--- src/rtl/bp_pkg.sv ---
// Shared encodings for the fetch-stage target predictor: BTB entry types,
// 2-bit direction counter states and the saturating counter update.
package bp_pkg;

  typedef enum logic [1:0] {
    BT_BR   = 2'd0,
    BT_JAL  = 2'd1,
    BT_JALR = 2'd2,
    BT_RET  = 2'd3
  } btype_e;

  localparam logic [1:0] SNT = 2'd0;
  localparam logic [1:0] WNT = 2'd1;
  localparam logic [1:0] WT  = 2'd2;
  localparam logic [1:0] ST  = 2'd3;

  function automatic logic [1:0] ctr_next(input logic [1:0] c, input logic taken);
    if (taken) return (c == ST)  ? ST  : c + 2'd1;
    else       return (c == SNT) ? SNT : c - 2'd1;
  endfunction

endpackage

--- src/rtl/ras_stack.sv ---
// Circular return-address stack: a full push overwrites the oldest slot,
// an empty pop is ignored, and push+pop together replaces the top in place.
module ras_stack #(
  parameter int XLEN      = 32,
  parameter int RAS_DEPTH = 4
) (
  input  logic                         clk,
  input  logic                         rst,
  input  logic                         push,
  input  logic                         pop,
  input  logic [XLEN-1:0]              push_data,
  output logic [XLEN-1:0]              top,
  output logic [$clog2(RAS_DEPTH):0]   count
);

  localparam int PW = $clog2(RAS_DEPTH);
  localparam logic [PW:0] FULL = (PW+1)'(RAS_DEPTH);

  logic [RAS_DEPTH-1:0][XLEN-1:0] mem_q;
  logic [PW-1:0] sp_q, sp_d, top_idx, wr_idx;
  logic [PW:0]   cnt_q, cnt_d;
  logic          wr;

  // sp_q is the next free slot, so the top lives one below it
  assign top_idx = sp_q - 1'b1;
  assign top     = mem_q[top_idx];
  assign count   = cnt_q;

  always_comb begin
    sp_d   = sp_q;
    cnt_d  = cnt_q;
    wr     = 1'b0;
    wr_idx = sp_q;
    if (push && pop && cnt_q != '0) begin
      wr     = 1'b1;
      wr_idx = top_idx;
    end else if (push) begin
      wr   = 1'b1;
      sp_d = sp_q + 1'b1;
      if (cnt_q != FULL) cnt_d = cnt_q + 1'b1;
    end else if (pop && cnt_q != '0) begin
      sp_d  = sp_q - 1'b1;
      cnt_d = cnt_q - 1'b1;
    end
  end

  always_ff @(posedge clk or posedge rst) begin
    if (rst) begin
      mem_q <= '0;
      sp_q  <= '0;
      cnt_q <= '0;
    end else begin
      sp_q  <= sp_d;
      cnt_q <= cnt_d;
      if (wr) mem_q[wr_idx] <= push_data;
    end
  end

endmodule

--- src/rtl/btb_ras_predictor.sv ---
// Fetch-stage target predictor: direct-mapped BTB with 2-bit counters plus a
// return-address stack, trained non-speculatively from resolved EX outcomes.
module btb_ras_predictor
  import bp_pkg::*;
#(
  parameter int XLEN        = 32,
  parameter int BTB_ENTRIES = 16,
  parameter int RAS_DEPTH   = 4
) (
  input  logic                        clk,
  input  logic                        rst,
  input  logic [XLEN-1:0]             if_pc,
  output logic                        pred_taken,
  output logic [XLEN-1:0]             pred_target,
  input  logic                        ex_valid,
  input  logic [XLEN-1:0]             ex_pc,
  input  logic                        ex_is_branch,
  input  logic                        ex_is_jal,
  input  logic                        ex_is_jalr,
  input  logic                        ex_is_call,
  input  logic                        ex_is_ret,
  input  logic                        ex_taken,
  input  logic [XLEN-1:0]             ex_target,
  output logic [$clog2(RAS_DEPTH):0]  ras_count
);

  localparam int IW = $clog2(BTB_ENTRIES);
  localparam int TW = XLEN - IW - 2;

  logic [BTB_ENTRIES-1:0]             valid_q;
  logic [BTB_ENTRIES-1:0][TW-1:0]     tag_q;
  logic [BTB_ENTRIES-1:0][XLEN-2:0]   tgt_q;
  logic [BTB_ENTRIES-1:0][1:0]        typ_q;
  logic [BTB_ENTRIES-1:0][1:0]        ctr_q;

  logic [XLEN-1:0] ras_top;
  logic [IW-1:0]   l_idx, u_idx;
  logic [TW-1:0]   l_tag, u_tag;
  logic            l_hit, u_hit, upd;
  btype_e          u_typ;
  logic            wr_en_d, wr_tgt_d;
  logic [1:0]      wr_ctr_d;
  logic            unused_ok;

  assign unused_ok = ^{if_pc[1:0], ex_target[0]};

  ras_stack #(.XLEN(XLEN), .RAS_DEPTH(RAS_DEPTH)) u_ras (
    .clk       (clk),
    .rst       (rst),
    .push      (ex_valid && ex_is_call),
    .pop       (ex_valid && ex_is_ret),
    .push_data (ex_pc + XLEN'(4)),
    .top       (ras_top),
    .count     (ras_count)
  );

  // Lookup reads state registers only, so a same-cycle write is not visible
  assign l_idx = if_pc[IW+1:2];
  assign l_tag = if_pc[XLEN-1:IW+2];
  assign l_hit = valid_q[l_idx] && (tag_q[l_idx] == l_tag);

  always_comb begin
    pred_taken  = 1'b0;
    pred_target = '0;
    if (l_hit) begin
      case (btype_e'(typ_q[l_idx]))
        BT_BR: begin
          pred_taken  = ctr_q[l_idx][1];
          pred_target = {tgt_q[l_idx], 1'b0};
        end
        BT_JAL, BT_JALR: begin
          pred_taken  = 1'b1;
          pred_target = {tgt_q[l_idx], 1'b0};
        end
        default: begin
          pred_taken  = (ras_count != '0);
          pred_target = ras_top;
        end
      endcase
    end
  end

  assign u_idx = ex_pc[IW+1:2];
  assign u_tag = ex_pc[XLEN-1:IW+2];
  assign u_hit = valid_q[u_idx] && (tag_q[u_idx] == u_tag);
  assign upd   = ex_valid && (ex_is_branch || ex_is_jal || ex_is_jalr);
  assign u_typ = ex_is_ret ? BT_RET : ex_is_jalr ? BT_JALR : ex_is_jal ? BT_JAL : BT_BR;

  always_comb begin
    wr_en_d  = 1'b0;
    wr_tgt_d = 1'b0;
    wr_ctr_d = ST;
    if (upd) begin
      if (u_typ == BT_BR) begin
        if (u_hit) begin
          wr_en_d  = 1'b1;
          wr_tgt_d = ex_taken;
          wr_ctr_d = ctr_next(ctr_q[u_idx], ex_taken);
        end else if (ex_taken) begin
          wr_en_d  = 1'b1;
          wr_tgt_d = 1'b1;
          wr_ctr_d = WT;
        end
      end else begin
        wr_en_d  = 1'b1;
        wr_tgt_d = 1'b1;
      end
    end
  end

  always_ff @(posedge clk or posedge rst) begin
    if (rst) begin
      valid_q <= '0;
      tag_q   <= '0;
      tgt_q   <= '0;
      typ_q   <= '0;
      ctr_q   <= '0;
    end else if (wr_en_d) begin
      valid_q[u_idx] <= 1'b1;
      tag_q[u_idx]   <= u_tag;
      typ_q[u_idx]   <= u_typ;
      ctr_q[u_idx]   <= wr_ctr_d;
      if (wr_tgt_d) tgt_q[u_idx] <= ex_target[XLEN-1:1];
    end
  end

endmodule

--- config.mk ---
export PLATFORM = sky130hd
export DESIGN_NAME = btb_ras_predictor
export DESIGN_NICKNAME = d
export VERILOG_FILES = /design/src/rtl/bp_pkg.sv /design/src/rtl/ras_stack.sv /design/src/rtl/btb_ras_predictor.sv
export SDC_FILE = /design/constraint.sdc
export NUM_CORES = 2
export LEC_CHECK = 0
export ABC_AREA = 0
export BUFFER_PORTS_ARGS = -buffer_cell sky130_fd_sc_hd__buf_2
export CAP_MARGIN = 20
export CELL_PAD_IN_SITES_DETAIL_PLACEMENT = 1
export CELL_PAD_IN_SITES_GLOBAL_PLACEMENT = 1
export CORE_MARGIN = 1
export CORE_UTILIZATION = 25
export CTS_CLUSTER_SIZE = 30
export DETAILED_ROUTE_END_ITERATION = 8
export PLACE_DENSITY = 0.47
export SETUP_SLACK_MARGIN = 0.05
export SYNTH_ARGS = -nofsm -noshare
export SYNTH_HDL_FRONTEND = slang
export SYNTH_SLANG_ARGS = --single-unit
--- constraint.sdc ---
create_clock -name clk -period 41.9 [get_ports clk]
set_input_delay 2.095 -clock clk [delete_from_list [all_inputs] [get_ports clk]]
set_output_delay 2.095 -clock clk [all_outputs]
set_load 0.01 [all_outputs]
=== Yosys cells after proc, flatten, opt, wreduce, memory -nomap -nowiden ===
Cells that the tools add are included.
W data, S select, Z words.

* Add/subtract/negate cells: 7
* Magnitude comparators: 6
* Equal/unequal tests: 7
* Multiplexer cells: 62
* Bitwise logic cells: 2
* Reductions and logical operators: 22

{| class="wikitable"
|+ Operators by type and width
! cell !! number
|-
| $bwmux W496 || 1
|-
| $bwmux W416 || 1
|-
| $bmux W26 S4 || 2
|-
| $bwmux W128 || 1
|-
| $mux W32 || 4
|-
| $bmux W31 S4 || 1
|-
| $demux W31 S4 || 1
|-
| $demux W26 S4 || 1
|-
| $mux W26 || 3
|-
| $bmux W32 S2 || 1
|-
| $bwmux W32 || 2
|-
| $demux W32 S2 || 1
|-
| $mux W31 || 2
|-
| $eq A26 B26 Y1 || 2
|-
| $add A32 B3 Y32 const B || 1
|-
| $mux W2 || 15
|-
| $bmux W2 S4 || 3
|-
| $or A16 B16 Y16 || 1
|-
| $mux W1 || 15
|-
| $logic_and A1 B1 Y1 || 10
|-
| $lt A4 B5 Y1 const B || 2
|-
| $mux W3 || 3
|-
| $bmux W1 S4 || 2
|-
| $demux W2 S4 || 1
|-
| 22 further kinds || 30
|}

* Bits in registers: 1125
* Bits of input ports: 105
* Output and inout port bits: 36
* Word-level logic and storage cells: 177

=== Depth between registers and ports, before layout ===
* Depth after elaboration: 9
* Depth in mapped cells: 15
* Mapped depth without buffers: 10

=== By module ===
A second synthesis with hierarchy kept.

* Cell total of the unflattened synthesis: 3662
* Area, all modules: 56698.1 µm²

{| class="wikitable"
|+ Modules (own cells, without submodules)
! module !! times used !! cells each !! area an instance (µm²) !! sequential area each (µm²)
|-
| btb_ras_predictor || 1 || 3283 || 50503.4 || 24823.8
|-
| ras_stack || 1 || 379 || 6194.7 || 3328.2
|}

=== Worst setup path after synthesis ===
No wires, ideal clock.

* Path kind: input to output
* Start: input port if_pc[2]
* End: output port pred_taken
* Arrival: 6.120 ns
* Data required time: 39.805 ns
* Slack: 33.685 ns
* Stages on the path: 12
* Buffers on the path: 8
* Cells stage by stage: buf_2 buf_2 buf_2 clkbuf_1 buf_2 buf_1 mux4_2 mux4_2 ha_1 clkbuf_1 buf_1 a211oi_1

* Cells in the longest elaborated chain, start to end: 6
* Elaborated cells on any way between the ends: 16
* Those cells by class: eq/ne (3); mux (10); reduce/logical (3)

{| class="wikitable"
|+ RTL lines
! item !! RTL line !! text
|-
| from (decl) || btb_ras_predictor.sv:12 || <nowiki>input logic [XLEN-1:0] if_pc,</nowiki>
|-
| $bmux W2 S4 || btb_ras_predictor.sv:66 || <nowiki>case (btype_e'(typ_q[l_idx]))</nowiki>
|-
| $mux W2 (implied by the code) || btb_ras_predictor.sv:66 ||
|-
| $eq A2 B1 Y1 or $eq A2 B2 Y1 (tied branches) || btb_ras_predictor.sv:66 ||
|-
| $reduce_or A2 Y1 || btb_ras_predictor.sv:66 ||
|-
| $pmux W1 S2 || btb_ras_predictor.sv:66 ||
|-
| $mux W1 (*) || btb_ras_predictor.sv:65 || <nowiki>if (l_hit) begin</nowiki>
|-
| to (decl) || btb_ras_predictor.sv:13 || <nowiki>output logic pred_taken,</nowiki>
|}

Mark *: on every way between the ends. The rest lies on a longest branch, timed or not. The select of a mux whose other input is x is not followed.

=== Worst setup path after layout ===
* Start: input port if_pc[3]
* End: output port pred_target[18]

* Cells in the longest elaborated chain, start to end: 6
* Elaborated cells on any way between the ends: 16
* Those cells by class: eq/ne (3); mux (10); reduce/logical (3)

{| class="wikitable"
|+ RTL lines
! item !! RTL line !! text
|-
| $bmux W2 S4 || btb_ras_predictor.sv:66 ||
|-
| $mux W2 (implied by the code) || btb_ras_predictor.sv:66 ||
|-
| $eq A2 B1 Y1 (tied with other cells) || btb_ras_predictor.sv:66 ||
|-
| $reduce_or A3 Y1 (no source line) || n/a ||
|-
| $mux W32 || n/a ||
|-
| $mux W32 (*) || btb_ras_predictor.sv:65 ||
|-
| to (decl) || btb_ras_predictor.sv:14 || <nowiki>output logic [XLEN-1:0] pred_target,</nowiki>
|}

Marked as above.

==> results.py <==
metrics = {
    "logic_synthesis": {
        "synth-adder-area-share": 0.00169,
        "synth_compound_area_frac": 0.0273,
        "seq_area_frac_synth": 0.501,
        "syn_area_mm2": 0.0562,
        "syn-num-nets": 3846,
        "synth_top_flop_cell": "dfrtp_1",
        "ys_ff_latch": 1125,
        "synth_top_family_by_area": "multiplexers",
        "ys_types": 69,
        "synth_xor_area_frac": 0.0137,
        "avgSynthCellArea_um2": 15.0,
        "syn_inst": 3734,
        "synth-simple-area-share": 0.0356,
        "async_flop_share": 1.00,
        "synth_warnings": 0,
        "synth_enable_flop_cells": 0,
        "muxShareOfSynthArea": 0.390,
    },
    "timing": {
        "timing.final.crit_share": 0.223,
        "hold_viol_final": 0,
        "tightestPinTransition_ns": 1.05,
        "period_needed_ns": 9.35,
        "fin_skew_ns": 0.0258,
        "max_freq_ghz": 0.107,
        "worst_hold_slack_ns": 0.475,
        "setup_viol_count_final": 0,
        "rsz0062_at_grt": "no",
        "finalSetupTns_ns": 0,
        "slew_violations": 0,
        "slew_headroom": 0.299,
    },
    "drt": {
        "ant_nets": 0,
        "vias": 33472,
        "totalWireLength_mm": 185,
        "dr.pass1.iters": 7,
        "viasPerCell": 4.90,
        "wl_per_cell_um": 27.1,
        "drtIter0Drc": 1968,
        "drc": 0,
    },
    "critical_path": {
        "crit_fanout": 64,
        "cp.required_ns": 39.81,
        "r2r-end": "tag_q[347]",
        "ff2ff_path_depth": 10,
        "cp_data_arrival_time_ns": 7.25,
        "critPathCaptureType": "primary output",
        "startpoint_type": "input port",
        "worstSetupPathType": "in2out",
        "crit_start": "if_pc[3]",
        "r2r_start": "tag_q[407]",
        "rrSetupSlack_ns": 37.04,
    },
    "min_path": {
        "hold_start": "u_ras.mem_q[92]",
        "hold_end": "u_ras.mem_q[92]",
        "holdPathStages": 2,
        "hold_class": "reg2reg",
    },
    "pwr": {
        "max-vdd-ir-drop_v": 0.0000345,
        "power_mw": 3.60,
        "p_per_area_mw_per_mm2": 56.0,
        "p_leak_nw": 26.2,
    },
    "placed_design": {
        "dpl.hpwl_mm": 107,
        "port_buffers": 137,
        "gp_congestion": 0.726,
    },
    "clock_tree": {
        "clk_path_buf_depth": 3,
        "ctsHtreeMaxLevel": 4,
        "cts_resized": 0,
        "clkTransAtPathRegs_ns": 0.06,
        "cts_setup_buffers": 0,
        "cts-buffers-inserted": 137,
        "clkSinkCount": 1125,
        "cts_tree": "done",
        "ctsHoldBuffers": 0,
        "cts-root-buf": "clkbuf_16",
        "clk_latency_ns": 0.78,
    },
    "layout": {
        "drive_gt1_frac": 0.469,
        "layout.nets": 3852,
        "syn2layout_area_growth_pct": 14.5,
        "n_fill_cell": 23430,
    },
    "flow_run": {
        "maxCapViolations": 0,
    },
    "floorplan": {
        "die_h_um": 476,
        "initial_core_util": 0.252,
        "core-area_mm2": 0.223,
        "rows": 173,
        "io_pins": 141,
        "dieArea_mm2": 0.227,
        "dieWidth_um": 476,
    },
    "run_status": {
        "outcome": "completed",
    },
    "global_route": {
        "grt-ovfl-total": 0,
        "first_global_vias": 36523,
        "grt_pass1_wl_mm": 273,
        "grt_use_total": 0.166,
        "grt_max_degree": 162,
        "antenna_found_initial": 31,
    },
}
-- cell usage after synthesis (9+ instances only) --
cell type | count | area, µm²
a21oi_1 | 95 | 475
mux2_2 | 884 | 9950
o22ai_1 | 11 | 68.8
nand3_1 | 37 | 185
buf_6 | 33 | 372
or2_2 | 15 | 93.8
nor2b_1 | 23 | 144
or3_1 | 9 | 56.3
mux2i_1 | 112 | 1120
buf_2 | 44 | 220
xnor2_1 | 50 | 438
mux2_1 | 101 | 1140
and2_1 | 13 | 81.3
a2bb2oi_1 | 9 | 78.8
nand4_1 | 21 | 131
buf_4 | 16 | 120
dfrtp_1 | 1125 | 28200
xor2_1 | 38 | 333
mux4_2 | 428 | 9640
inv_1 | 17 | 63.8
clkbuf_1 | 194 | 728
a22oi_1 | 9 | 67.6
o21ai_0 | 35 | 175
nand2b_1 | 12 | 75.1
nand2_1 | 73 | 274
buf_1 | 61 | 229
a21boi_4 | 9 | 169
nor2_1 | 138 | 518
-- cell families after synthesis --
logic type                 count (synthesis)
muxes                                   1526
buffers and inverters                    366
DFF                                     1125
adders and majority gates                  7
and+or+nand+nor                          394
xor gates and xnor gates                  88
AOI/OAI and AO/OA                        228
-- state kept, by name, indices dropped and copies added (netlist names) --
register,cells
u_ras.mem_q,128
typ_q,32
valid_q,16
u_ras.sp_q,2
u_ras.count,3
tag_q,416
tgt_q,496
ctr_q,32
-- through the flow --
stage	utilization	worst slack (ns)	std cells	instance area (µm²)
finish	0.289	32.55	6826	64300
global route	0.289	32.45	6818	64300
CTS	0.289	32.45	6814	64300
detailed placement	0.268	32.47	6576	59800
global placement	0.268	32.45	6576	59800
floorplan	-	8.12	3734	56200
-- critical path, cell delays in order --
cell and delay [ns]:
buf_8 0.46, buf_4 0.74, buf_4 0.66, mux4_2 0.41, mux4_2 0.57, xnor2_1 0.31, nand4_1 0.23, nor4_1 0.29
nand4_1 0.22, buf_4 0.37, nor2_1 0.53, buf_2 0.23
-- report_power, final --
part           leakage [nW]  switching (mW)  total, mW  internal, mW
sequential             13.6           0.173       1.56          1.38
clock                  2.21           0.498       1.20         0.700
combinational          10.4           0.375      0.848         0.473
total                  26.2            1.05       3.60          2.55
-- worst max-delay path by stage --
stage,endpoint,cells after the start
floorplan,ctr_q[0],1
global placement,pred_target[18],11
detailed placement,pred_target[18],11
CTS,pred_target[18],12
global route,pred_target[18],12
finish,pred_target[18],12
-- area by class of cell --
cell class,count,area [µm²],area share
clock buffers,203,4040,0.0628
flip-flops and latches,1125,28200,0.438
repair buffers,215,1370,0.0214
inverters,18,75.1,0.00117
well taps,2975,3720,0.0579
clock inverters,35,434,0.00675
multi-input cells,2243,26500,0.412
diodes,12,30.0,0.000467
-- metal layers --
layer  routed length, µm  track usage  share of wire  vias up
li1                    -            -              -    14093
met2               86700        0.264           0.47      602
met4                4600       0.0448          0.025       24
met3                7660       0.0280          0.041      262
met5                 153            0        0.00083        -
met1               85800        0.233           0.46    18491
-- layout by cell type (no fill, tap or decap), drive strengths merged, types with 8 or more instances in the layout --
master / n
mux2i: 112
a22oi: 9
a21boi: 9
a221oi: 9
buf: 214
nand2b: 12
clkinv: 24
xnor2: 50
inv: 24
mux2: 985
mux4: 429
a21oi: 95
nor2b: 23
a211oi: 8
nand3: 37
and2: 13
nor2: 138
clkbuf: 204
o22ai: 11
o21ai: 42
nand2: 73
or2: 15
diode: 12
a2bb2oi: 9
xor2: 38
nand4: 22
or3: 9
and3: 8
dfrtp: 1125
Power figures use the tool's default switching activity.
